--- src/rtl/spi_pkt_pkg.sv ---
// ---------------------------------------------------------------------------
// spi_pkt_pkg
// Shared definitions for the SPI packet controller: FSM state encoding,
// packet type codes, the sync byte returned at the start of every SPI
// transaction, and a helper that assembles the status byte.
// ---------------------------------------------------------------------------
package spi_pkt_pkg;

    typedef enum logic [3:0] {
        ST_IDLE,
        ST_TYPE,
        ST_LEN_H,
        ST_LEN_L,
        ST_SPACE_H,
        ST_SPACE_L,
        ST_SEL,
        ST_DIVR,
        ST_DIVF,
        ST_DATA,
        ST_DRAIN,
        ST_STATUS
    } state_t;

    localparam logic [7:0] SYNC_BYTE      = 8'hA5;

    localparam logic [7:0] PKT_GET_SPACE  = 8'd0;
    localparam logic [7:0] PKT_SET_FREQ   = 8'd1;
    localparam logic [7:0] PKT_FIFO_DATA  = 8'd2;
    localparam logic [7:0] PKT_GET_STATUS = 8'd3;

    // Status byte layout: {4'b0, overflow, bad_pkt, full, empty}
    function automatic logic [7:0] status_byte(input logic ovf, input logic bad,
                                               input logic full, input logic empty);
        return {4'b0000, ovf, bad, full, empty};
    endfunction

endpackage

--- src/rtl/pkt_len_cnt.sv ---
// ---------------------------------------------------------------------------
// pkt_len_cnt
// 16-bit payload length down-counter.
//   clk, rst  : clock, synchronous active-high reset
//   load      : load load_val (takes priority over dec)
//   load_val  : new count
//   dec       : decrement by one (holds at zero)
//   zero      : count is zero
//   last      : count is one, i.e. the next decrement empties it
// ---------------------------------------------------------------------------
module pkt_len_cnt (
    input  logic        clk,
    input  logic        rst,
    input  logic        load,
    input  logic [15:0] load_val,
    input  logic        dec,
    output logic        zero,
    output logic        last
);

    logic [15:0] count;

    // Load wins over decrement; decrement never wraps below zero.
    always_ff @(posedge clk) begin
        if (rst) begin
            count <= 16'd0;
        end else if (load) begin
            count <= load_val;
        end else if (dec && (count != 16'd0)) begin
            count <= count - 16'd1;
        end
    end

    assign zero = (count == 16'd0);
    assign last = (count == 16'd1);

endmodule

--- src/rtl/spi_pkt_ctrl.sv ---
// ---------------------------------------------------------------------------
// spi_pkt_ctrl
// Decodes packets received over SPI (type, 16-bit length, payload) and
// dispatches them: FIFO space query, synthesizer divider writes, FIFO data
// writes and status readback.
//   clk, rst              : clock, synchronous active-high reset
//   spi_tsx_start         : start of SPI transaction (aborts any packet)
//   spi_rx_data/_stb      : received byte and its one-cycle strobe
//   spi_tx_data           : byte to shift out on the next SPI byte
//   fifo_space_free/full/empty : FIFO status inputs
//   fifo_wr_data, fifo_wr : FIFO write port (one-cycle pulse)
//   freq_sel, freq_data   : synthesizer channel and divider value
//   freq_wr_divr/_divf    : divider write pulses
//   err_overflow          : sticky, a payload byte hit a full FIFO
//   err_bad_pkt           : sticky, unknown type or channel out of range
// All outputs are registered; write pulses appear the cycle after the strobe.
// ---------------------------------------------------------------------------
module spi_pkt_ctrl
    import spi_pkt_pkg::*;
#(
    parameter  int FIFO_AW   = 12,
    parameter  int NUM_SYNTH = 2,
    localparam int CH_W      = (NUM_SYNTH > 1) ? $clog2(NUM_SYNTH) : 1
) (
    input  logic               clk,
    input  logic               rst,
    input  logic               spi_tsx_start,
    input  logic [7:0]         spi_rx_data,
    input  logic               spi_rx_stb,
    output logic [7:0]         spi_tx_data,
    input  logic [FIFO_AW-1:0] fifo_space_free,
    input  logic               fifo_full,
    input  logic               fifo_empty,
    output logic [7:0]         fifo_wr_data,
    output logic               fifo_wr,
    output logic [CH_W-1:0]    freq_sel,
    output logic [7:0]         freq_data,
    output logic               freq_wr_divr,
    output logic               freq_wr_divf,
    output logic               err_overflow,
    output logic               err_bad_pkt
);

    state_t      state, state_d;
    logic [7:0]  pkt_type, pkt_type_d;
    logic [7:0]  len_h, len_h_d;
    logic [15:0] space_snap, space_snap_d;
    logic [15:0] space_ext;
    logic [7:0]  tx_d;
    logic [7:0]  fifo_wr_data_d;
    logic        fifo_wr_d;
    logic [CH_W-1:0] freq_sel_d;
    logic [7:0]  freq_data_d;
    logic        divr_d, divf_d;
    logic        ovf_set, bad_set, flag_clr;
    logic        cnt_load, cnt_dec, cnt_zero, cnt_last;

    assign space_ext = 16'(fifo_space_free);

    pkt_len_cnt u_len_cnt (
        .clk      (clk),
        .rst      (rst),
        .load     (cnt_load),
        .load_val ({len_h, spi_rx_data}),
        .dec      (cnt_dec),
        .zero     (cnt_zero),
        .last     (cnt_last)
    );

    // State and output registers. Sticky flags resolve a simultaneous
    // set and clear as set.
    always_ff @(posedge clk) begin
        if (rst) begin
            state        <= ST_IDLE;
            pkt_type     <= 8'd0;
            len_h        <= 8'd0;
            space_snap   <= 16'd0;
            spi_tx_data  <= 8'd0;
            fifo_wr_data <= 8'd0;
            fifo_wr      <= 1'b0;
            freq_sel     <= '0;
            freq_data    <= 8'd0;
            freq_wr_divr <= 1'b0;
            freq_wr_divf <= 1'b0;
            err_overflow <= 1'b0;
            err_bad_pkt  <= 1'b0;
        end else begin
            state        <= state_d;
            pkt_type     <= pkt_type_d;
            len_h        <= len_h_d;
            space_snap   <= space_snap_d;
            spi_tx_data  <= tx_d;
            fifo_wr_data <= fifo_wr_data_d;
            fifo_wr      <= fifo_wr_d;
            freq_sel     <= freq_sel_d;
            freq_data    <= freq_data_d;
            freq_wr_divr <= divr_d;
            freq_wr_divf <= divf_d;
            err_overflow <= ovf_set | (err_overflow & ~flag_clr);
            err_bad_pkt  <= bad_set | (err_bad_pkt & ~flag_clr);
        end
    end

    // Next-state and next-output logic. A transaction start overrides any
    // byte strobe in the same cycle; bytes only advance the FSM on a strobe.
    always_comb begin
        state_d        = state;
        pkt_type_d     = pkt_type;
        len_h_d        = len_h;
        space_snap_d   = space_snap;
        tx_d           = spi_tx_data;
        fifo_wr_data_d = fifo_wr_data;
        fifo_wr_d      = 1'b0;
        freq_sel_d     = freq_sel;
        freq_data_d    = freq_data;
        divr_d         = 1'b0;
        divf_d         = 1'b0;
        ovf_set        = 1'b0;
        bad_set        = 1'b0;
        flag_clr       = 1'b0;
        cnt_load       = 1'b0;
        cnt_dec        = 1'b0;

        if (spi_tsx_start) begin
            state_d = ST_TYPE;
            tx_d    = SYNC_BYTE;
        end else if (spi_rx_stb) begin
            case (state)
                ST_IDLE: begin
                    state_d = ST_IDLE;
                end
                ST_TYPE: begin
                    pkt_type_d = spi_rx_data;
                    state_d    = ST_LEN_H;
                end
                ST_LEN_H: begin
                    len_h_d = spi_rx_data;
                    state_d = ST_LEN_L;
                end
                ST_LEN_L: begin
                    case (pkt_type)
                        PKT_GET_SPACE: begin
                            space_snap_d = space_ext;
                            tx_d         = space_ext[15:8];
                            state_d      = ST_SPACE_H;
                        end
                        PKT_SET_FREQ: begin
                            state_d = ST_SEL;
                        end
                        PKT_FIFO_DATA: begin
                            cnt_load = 1'b1;
                            state_d  = ({len_h, spi_rx_data} == 16'd0) ? ST_IDLE : ST_DATA;
                        end
                        PKT_GET_STATUS: begin
                            tx_d     = status_byte(err_overflow, err_bad_pkt, fifo_full, fifo_empty);
                            flag_clr = 1'b1;
                            state_d  = ST_STATUS;
                        end
                        default: begin
                            bad_set = 1'b1;
                            state_d = ST_IDLE;
                        end
                    endcase
                end
                ST_SPACE_H: begin
                    tx_d    = space_snap[7:0];
                    state_d = ST_SPACE_L;
                end
                ST_SPACE_L: begin
                    state_d = ST_IDLE;
                end
                ST_SEL: begin
                    if (int'(spi_rx_data) < NUM_SYNTH) begin
                        freq_sel_d = spi_rx_data[CH_W-1:0];
                        state_d    = ST_DIVR;
                    end else begin
                        bad_set = 1'b1;
                        state_d = ST_IDLE;
                    end
                end
                ST_DIVR: begin
                    freq_data_d = spi_rx_data;
                    divr_d      = 1'b1;
                    state_d     = ST_DIVF;
                end
                ST_DIVF: begin
                    freq_data_d = spi_rx_data;
                    divf_d      = 1'b1;
                    state_d     = ST_IDLE;
                end
                ST_DATA: begin
                    // The host sees the free space of the FIFO while streaming.
                    cnt_dec = 1'b1;
                    tx_d    = space_ext[7:0];
                    if (!fifo_full) begin
                        fifo_wr_data_d = spi_rx_data;
                        fifo_wr_d      = 1'b1;
                    end else begin
                        ovf_set = 1'b1;
                    end
                    if (cnt_last || cnt_zero) begin
                        state_d = ST_IDLE;
                    end else if (fifo_full) begin
                        state_d = ST_DRAIN;
                    end
                end
                ST_DRAIN: begin
                    cnt_dec = 1'b1;
                    if (cnt_last || cnt_zero) begin
                        state_d = ST_IDLE;
                    end
                end
                ST_STATUS: begin
                    state_d = ST_IDLE;
                end
                default: begin
                    state_d = ST_IDLE;
                end
            endcase
        end
    end

endmodule

--- config.mk ---
export PLATFORM = sky130hd
export DESIGN_NAME = spi_pkt_ctrl
export DESIGN_NICKNAME = d
export VERILOG_FILES = /design/src/rtl/spi_pkt_pkg.sv /design/src/rtl/pkt_len_cnt.sv /design/src/rtl/spi_pkt_ctrl.sv
export SDC_FILE = /design/constraint.sdc
export NUM_CORES = 1
export LEC_CHECK = 0
export CAP_MARGIN = 30
export CORE_UTILIZATION = 41
export CTS_BUF_LIST = sky130_fd_sc_hd__clkbuf_8 sky130_fd_sc_hd__clkbuf_16
export CTS_CLUSTER_DIAMETER = 120
export DETAILED_ROUTE_END_ITERATION = 7
export GPL_ROUTABILITY_DRIVEN = 0
export GPL_TIMING_DRIVEN = 0
export PLACE_DENSITY_LB_ADDON = 0.08
export SLEW_MARGIN = 5
export SYNTH_ARGS = -nofsm -noshare
export SYNTH_HDL_FRONTEND = slang
export SYNTH_SLANG_ARGS = --single-unit
--- constraint.sdc ---
create_clock -name clk -period 1.9 [get_ports clk]
set_input_delay 0.19 -clock clk [delete_from_list [all_inputs] [get_ports clk]]
set_output_delay 0.19 -clock clk [all_outputs]
set_load 0.02 [all_outputs]
==> results of run 1 <==
==> power breakdown <==
group	total, mW	switching (mW)	internal (mW)	leakage, nW
Clock	1.27	0.652	0.615	0.0962
Combinational	0.245	0.132	0.113	1.19
Sequential	1.57	0.0132	1.56	0.602
Total	3.09	0.797	2.29	1.89
==> per-stage QoR <==
step,utilization [%],setup TNS (ns),hold slack [ns]
floorplan,-,0,0.269
global placement,50.9,-19.15,0.475
detailed placement,50.9,-20.45,0.484
CTS,55.3,-0.151,0.390
global route,57.3,-0.253,0.331
finish,57.3,0,0.315
==> routing by layer <==
| metal | global-route usage, % | vias up |
|---|---|---|
| met5 | 0 | - |
| met4 | 10.4 | 0 |
| met3 | 3.67 | 18 |
| met2 | 36.3 | 106 |
| met1 | 32.1 | 1610 |
| li1 | - | 1629 |
==> timing repair <==
action                     in CTS  in global routing
setup endpoints to repair      52                 67
pin swaps                       9                 12
buffers inserted               13                  4
gates resized for setup        19                 44
==> critical path: stages (launching register included) <==
cell and delay (ns):
dfxtp_2 0.36, or4_4 0.53, or2_4 0.26, o21ai_0 0.25, nand3_1 0.13, a32o_1 0.23
==> registers in the layout, indices dropped and copies added, names as in the netlist, 4 cells and up <==
signal	count
space_snap	8
pkt_type	8
u_len_cnt.count	16
state	4
len_h	8
fifo_wr_data	8
freq_data	8
spi_tx_data	8
==> layout by cell type, fill, tap and decap left out, types with 6 or more instances in the layout <==
cell type / synthesis / routed
mux2i_1: 41 / 41
nand4_1: 7 / 7
nor2_1: 65 / 62
o211ai_1: 9 / 9
nor3_1: 13 / 13
clkbuf_8: 0 / 9
nand3_1: 9 / 6
clkdlybuf4s50_1: 0 / 52
nand2_1: 15 / 15
a211oi_1: 9 / 9
clkbuf_1: 17 / 9
dfxtp_1: 74 / 66
a21oi_1: 12 / 11
dfxtp_2: 0 / 6
buf_4: 0 / 14
o21ai_0: 13 / 12
a31oi_1: 7 / 7
==> cell type report <==
cell class	instances	share of cell area, %
multi-input cells	294	44.5
clock buffers	9	2.61
plain buffers	18	2.03
well taps	105	2.76
repair buffers	71	14.6
flip-flops and latches	74	31.5
inverters	5	0.395
clock inverters	7	1.61
==> final timing paths <==
path / startpoint / to / slack (ns) / cells after the start
setup / recovery: u_len_cnt.count[9]$_SDFFE_PP0P_ / state[3]$_SDFFE_PP0P_ / 0.02 / 5
hold / removal: spi_rx_data[0] / pkt_type[0]$_SDFFE_PP0P_ / 0.31 / 3
setup reg to reg: u_len_cnt.count[9]$_SDFFE_PP0P_ / state[3]$_SDFFE_PP0P_ / 0.02 / 5
hold reg to reg: u_len_cnt.count[0]$_SDFFE_PP0P_ / u_len_cnt.count[0]$_SDFFE_PP0P_ / 0.49 / 1
==> cells by family (layout without fill, tap and decap cells) <==
kind of cell	after synthesis	after routing	share of synthesized area, %
buffers and inverters	26	110	2.89
flip-flops	74	74	41.7
AO/OA/AOI/OAI	79	79	15.9
XOR/XNOR	6	6	1.48
multiplexers	45	45	12.8
adder cells (fa/ha/maj)	3	3	1.06
AND/OR/NAND/NOR	161	161	24.2
==> impl_metrics.py, run 1 <==
metrics = {
    "status": {
        "status": "completed",
    },
    "global_route": {
        "grt_max_degree": 15,
        "grt_pass1_wl_microns": 16100,
        "antenna_found_initial": 0,
        "grt_pass1_vias": 3183,
        "gr-total-overflow": 0,
        "grt_use_total_pct": 23.5,
    },
    "synth": {
        "ys_seq_area_share_pct": 41.7,
        "synth_commonest_cells": "dfxtp_1 (74), nor2_1 (65), mux2i_1 (41), clkbuf_1 (17), nand2_1 (15)",
        "netlist.top_cell.by_area": "dfxtp_1",
        "synth_flop_cell": "dfxtp_1",
        "synth-warning-count": 0,
        "yosys.area.top_type_share_pct": 41.7,
        "synth.distinct_cells": 56,
        "synth-seq-cells": 74,
        "ys_async_sr_fraction_pct": 0,
        "synth.most_common_cell": "dfxtp_1",
        "netlist_top_cells_area": "dfxtp_1 (42%), mux2i_1 (12%), nor2_1 (6.9%)",
        "synth-edff-count": 0,
        "syn-num-nets": 423,
        "synth_cells": 394,
        "syn_area_sq_mm": 0.00356,
        "syn_area_per_cell_sq_um": 9.03,
    },
    "sta": {
        "timing.final.max_slew_violations": 0,
        "period_share_pct": 98.8,
        "max_slew_margin_pct": 58.4,
        "final-setup-viol-count": 0,
        "rsz0062_at_grt": "yes",
        "worst_slew_pin_slew_ns": 0.624,
        "finClkSkew_ns": 0.00891,
        "post-route-min-period_ns": 1.88,
        "post-route-worst-setup-slack_ns": 0.0230,
        "clock.fmax_ghz": 0.533,
        "hold_viol": 0,
    },
    "min_path": {
        "hp-class": "in -> reg",
    },
    "clock_tree": {
        "clock_latency_ns": 0.36,
        "cts_hold_buf": 0,
        "clock_sink_count": 74,
        "root_buffer": "clkbuf_8",
        "clock_path_buffers": 2,
        "cts_tree": "done",
        "cts_buffers": 9,
        "cts_htree_levels": 3,
        "path_clk_slew_ns": 0.09,
    },
    "final_layout": {
        "antenna_cells": 0,
        "layoutNonFillerInstCount": 583,
        "final_area_sq_mm": 0.00475,
        "drive_gt1_share_pct": 18.8,
        "area_delta_synth_final_pct": 33.6,
        "multi_input_area_sq_mm": 0.00212,
        "fin_nets": 502,
        "fillerInstances": 741,
        "seqCellArea_sq_mm": 0.00150,
    },
    "placed_design": {
        "port_buffers": 54,
        "place.detailed.hpwl_microns": 6910,
        "dp.cells": 553,
        "post-place-ws_ns": -0.541,
        "place_area_sq_mm": 0.00423,
    },
    "detailed_routing": {
        "wl_met1_microns": 4940,
        "firstDrtPassIters": 5,
        "met3_length_microns": 473,
        "wl_met2_microns": 4550,
        "vias_per_cell": 5.77,
        "wl_per_cell_microns": 17.5,
        "ant_nets": 0,
        "route.detailed.drc": 0,
        "drt-total-wl_microns": 10200,
        "route.top_layer_used": "met4",
        "vias": 3363,
        "dr.first_iter.drc_count": 201,
    },
    "power": {
        "ir_drop_mv": 0.379,
        "leakage_nw": 1.89,
        "power_mw": 3.09,
        "powerDensity_mw_per_mm2": 649,
    },
    "worst_setup_path": {
        "arrival_ns": 2.13,
        "start_kind": "register",
        "crit_required_ns": 2.15,
        "critPathCaptureType": "register",
        "path_max_fanout": 6,
        "crit_type": "reg -> reg",
    },
    "floorplan": {
        "initial_core_util_pct": 42.8,
        "die_area_sq_mm": 0.00905,
        "die_x_microns": 95.1,
        "io-pin-count": 56,
        "core_area_sq_mm": 0.00830,
        "die_y_microns": 95.1,
        "rows": 33,
    },
    "job": {
        "cap_violations": 0,
    },
}
(Power assumes the default switching activity.)
==> inputs of run 2 (changes only) <==
Settings changed: ABC_CLOCK_PERIOD_IN_PS from default to 1900, SETUP_SLACK_MARGIN from default to 0.2.
==> run 2 against run 1 <==
  * Non-clock buffer count rose by 28
  * Setup slack improved by 0.019 ns
  * Combinational power increased by 11%
  * Cell area is 13% higher
  * Global-route usage up 0.84 points
  * Wire length rose by 12%
  * Core utilization rose by 7.6 points
  * Worst hold slack worse by 0.019 ns
  * Clock skew up 0.0038 ns
  * Critical path depth stayed put
  * Critical path type unchanged
  * Sequential share of layout area fell by 3.5 points
  * Largest power group unchanged
==> impl_metrics.py, run 2 (synthesis gave the netlist of run 1 again) <==
metrics = {
    "final_layout": {
        "final_cell_mix": "dfxtp_1 (62), nor2_1 (59), clkdlybuf4s50_1 (49)",
        "antenna_cells": 0,
        "drive_gt1_share_pct": 31.1,
        "final_util_pct": 64.9,
        "final_common_cell": "dfxtp_1",
        "largest_reg_flops": 16,
        "regMostFlops": "u_len_cnt.count",
        "fin_nets": 530,
        "area_delta_synth_final_pct": 51.4,
    },
    "detailed_routing": {
        "vias": 3532,
        "met3_length_microns": 532,
        "route.top_layer_used": "met4",
        "wl_per_cell_microns": 18.8,
        "route.detailed.drc": 0,
        "ant_nets": 0,
        "wl_met1_microns": 5140,
        "firstDrtPassIters": 6,
        "drt-total-wl_microns": 11400,
        "wl_met2_microns": 5510,
        "dr.first_iter.drc_count": 217,
        "vias_per_cell": 5.79,
    },
    "sta": {
        "worst_slew_pin_slew_ns": 0.633,
        "setup_tns_ns": 0,
        "clock.fmax_ghz": 0.538,
        "rsz0062_at_grt": "yes",
        "finClkSkew_ns": 0.0127,
        "final-setup-viol-count": 0,
        "timing.final.max_slew_violations": 0,
        "post-route-min-period_ns": 1.86,
        "hold_viol": 0,
        "max_slew_margin_pct": 57.8,
        "period_share_pct": 97.8,
    },
    "global_route": {
        "grt_use_total_pct": 24.3,
        "grt_pass1_vias": 3236,
        "antenna_found_initial": 0,
        "grt_pass1_wl_microns": 16600,
        "grt_max_degree": 14,
        "gr-total-overflow": 0,
    },
    "clock_tree": {
        "cts_htree_levels": 3,
        "cts_hold_buf": 0,
        "clock_path_buffers": 2,
        "root_buffer": "clkbuf_8",
        "clock_sink_count": 74,
        "clock_latency_ns": 0.36,
        "cts_buffers": 9,
        "path_clk_slew_ns": 0.08,
        "cts_tree": "done",
    },
    "floorplan": {
        "core_area_sq_mm": 0.00830,
        "die_area_sq_mm": 0.00905,
        "initial_core_util_pct": 42.8,
        "die_y_microns": 95.1,
        "rows": 33,
        "die_x_microns": 95.1,
        "io-pin-count": 56,
    },
    "worst_setup_path": {
        "path_max_fanout": 3,
        "arrival_ns": 2.10,
        "start_kind": "register",
        "rr_worst_depth": 5,
        "crit_required_ns": 2.14,
        "reg2reg_from": "u_len_cnt.count[9]$_SDFFE_PP0P_",
        "crit_type": "reg -> reg",
        "critPathCaptureType": "register",
        "rrSetupSlack_ns": 0.04,
        "r2r-end": "state[3]$_SDFFE_PP0P_",
    },
    "power": {
        "swShare_pct": 24.5,
        "pwr-share-clk_pct": 42.5,
        "pwr-share-comb_pct": 8.5,
        "leakage_nw": 2.18,
        "p_switching_mw": 0.784,
        "p_int_mw": 2.42,
        "powerDensity_mw_per_mm2": 595,
        "ir_drop_mv": 0.467,
        "p_seq_share_pct": 49.0,
    },
    "job": {
        "cap_violations": 0,
    },
    "min_path": {
        "min_from": "spi_rx_data[3]",
        "hold_end": "u_len_cnt.count[3]$_SDFFE_PP0P_",
        "whs_path_depth": 3,
        "hp-class": "in -> reg",
    },
    "placed_design": {
        "place.detailed.hpwl_microns": 6950,
        "port_buffers": 54,
    },
    "status": {
        "status": "completed",
    },
}
[run 2: stage by stage]
step	area, sq um	total power [mW]	setup WS (ns)	cells	hold slack (ns)
after CTS	4910	3.21	0.0359	593	0.397
after global placement	4270	1.84	-0.528	553	0.476
after floorplan	3590	1.72	0.126	394	0.269
after global routing	5380	3.31	-0.0723	610	0.294
after detailed placement	4270	1.84	-0.525	553	0.484
final	5380	3.20	0.0419	610	0.296
[run 2: worst max path at each step]
stage | start | end | slack [ns]
detailed placement | spi_rx_stb | fifo_wr_data[0]$_SDFFE_PP0P_ | -0.52
finish | u_len_cnt.count[9]$_SDFFE_PP0P_ | state[3]$_SDFFE_PP0P_ | 0.04
global route | pkt_type[7]$_SDFFE_PP0P_ | spi_tx_data[2]$_SDFFE_PP0P_ | -0.07
global placement | spi_rx_stb | fifo_wr_data[0]$_SDFFE_PP0P_ | -0.53
CTS | pkt_type[2]$_SDFFE_PP0P_ | state[1]$_SDFFE_PP0P_ | 0.04
floorplan | pkt_type[7]$_SDFFE_PP0P_ | spi_tx_data[0]$_SDFFE_PP0P_ | 0.13
[run 2: area by class of cell]
class	instances	area (sq um)
multi-input combinational	294	2410
inverter	5	23.8
sequential	74	1510
timing repair buffer	96	938
fill	690	2920
tap	105	131
clock buffer	9	124
clock inverter	6	92.6
buffer	21	155
[run 2: timing repair]
item,CTS,global route
cloned,1,2
pin swaps,36,37
setup buffers,24,15
resized for setup,64,99
endpoints found under the setup margin,71,62
[run 2: power by group through the flow]
stage	Combinational, mW	Clock [mW]	Sequential, mW
2_1_floorplan	0.0999	0	1.62
3_3_place_gp	0.226	0	1.61
3_5_place_dp	0.227	0	1.61
4_1_cts	0.251	1.38	1.57
5_1_grt	0.288	1.45	1.57
6_report	0.271	1.36	1.57
[run 2: layer usage]
| layer | global-route usage, % | up-vias |
|---|---|---|
| met4 | 7.45 | 0 |
| met5 | 0 | - |
| li1 | - | 1682 |
| met1 | 32.0 | 1724 |
| met3 | 5.58 | 24 |
| met2 | 39.3 | 102 |
[run 2: worst max-delay path, cell delays in order, from the launching register on]
cell	delay [ns]
dfxtp_4	0.35
or4_4	0.55
or2_4	0.27
o21a_4	0.22
nand2b_4	0.15
a32o_1	0.22
==> inputs of run 3 (changes only) <==
Settings changed: CTS_CLUSTER_DIAMETER 120 to default.
==> results of run 3 <==
Final layout, timing and power as in run 2 (identical DEF).
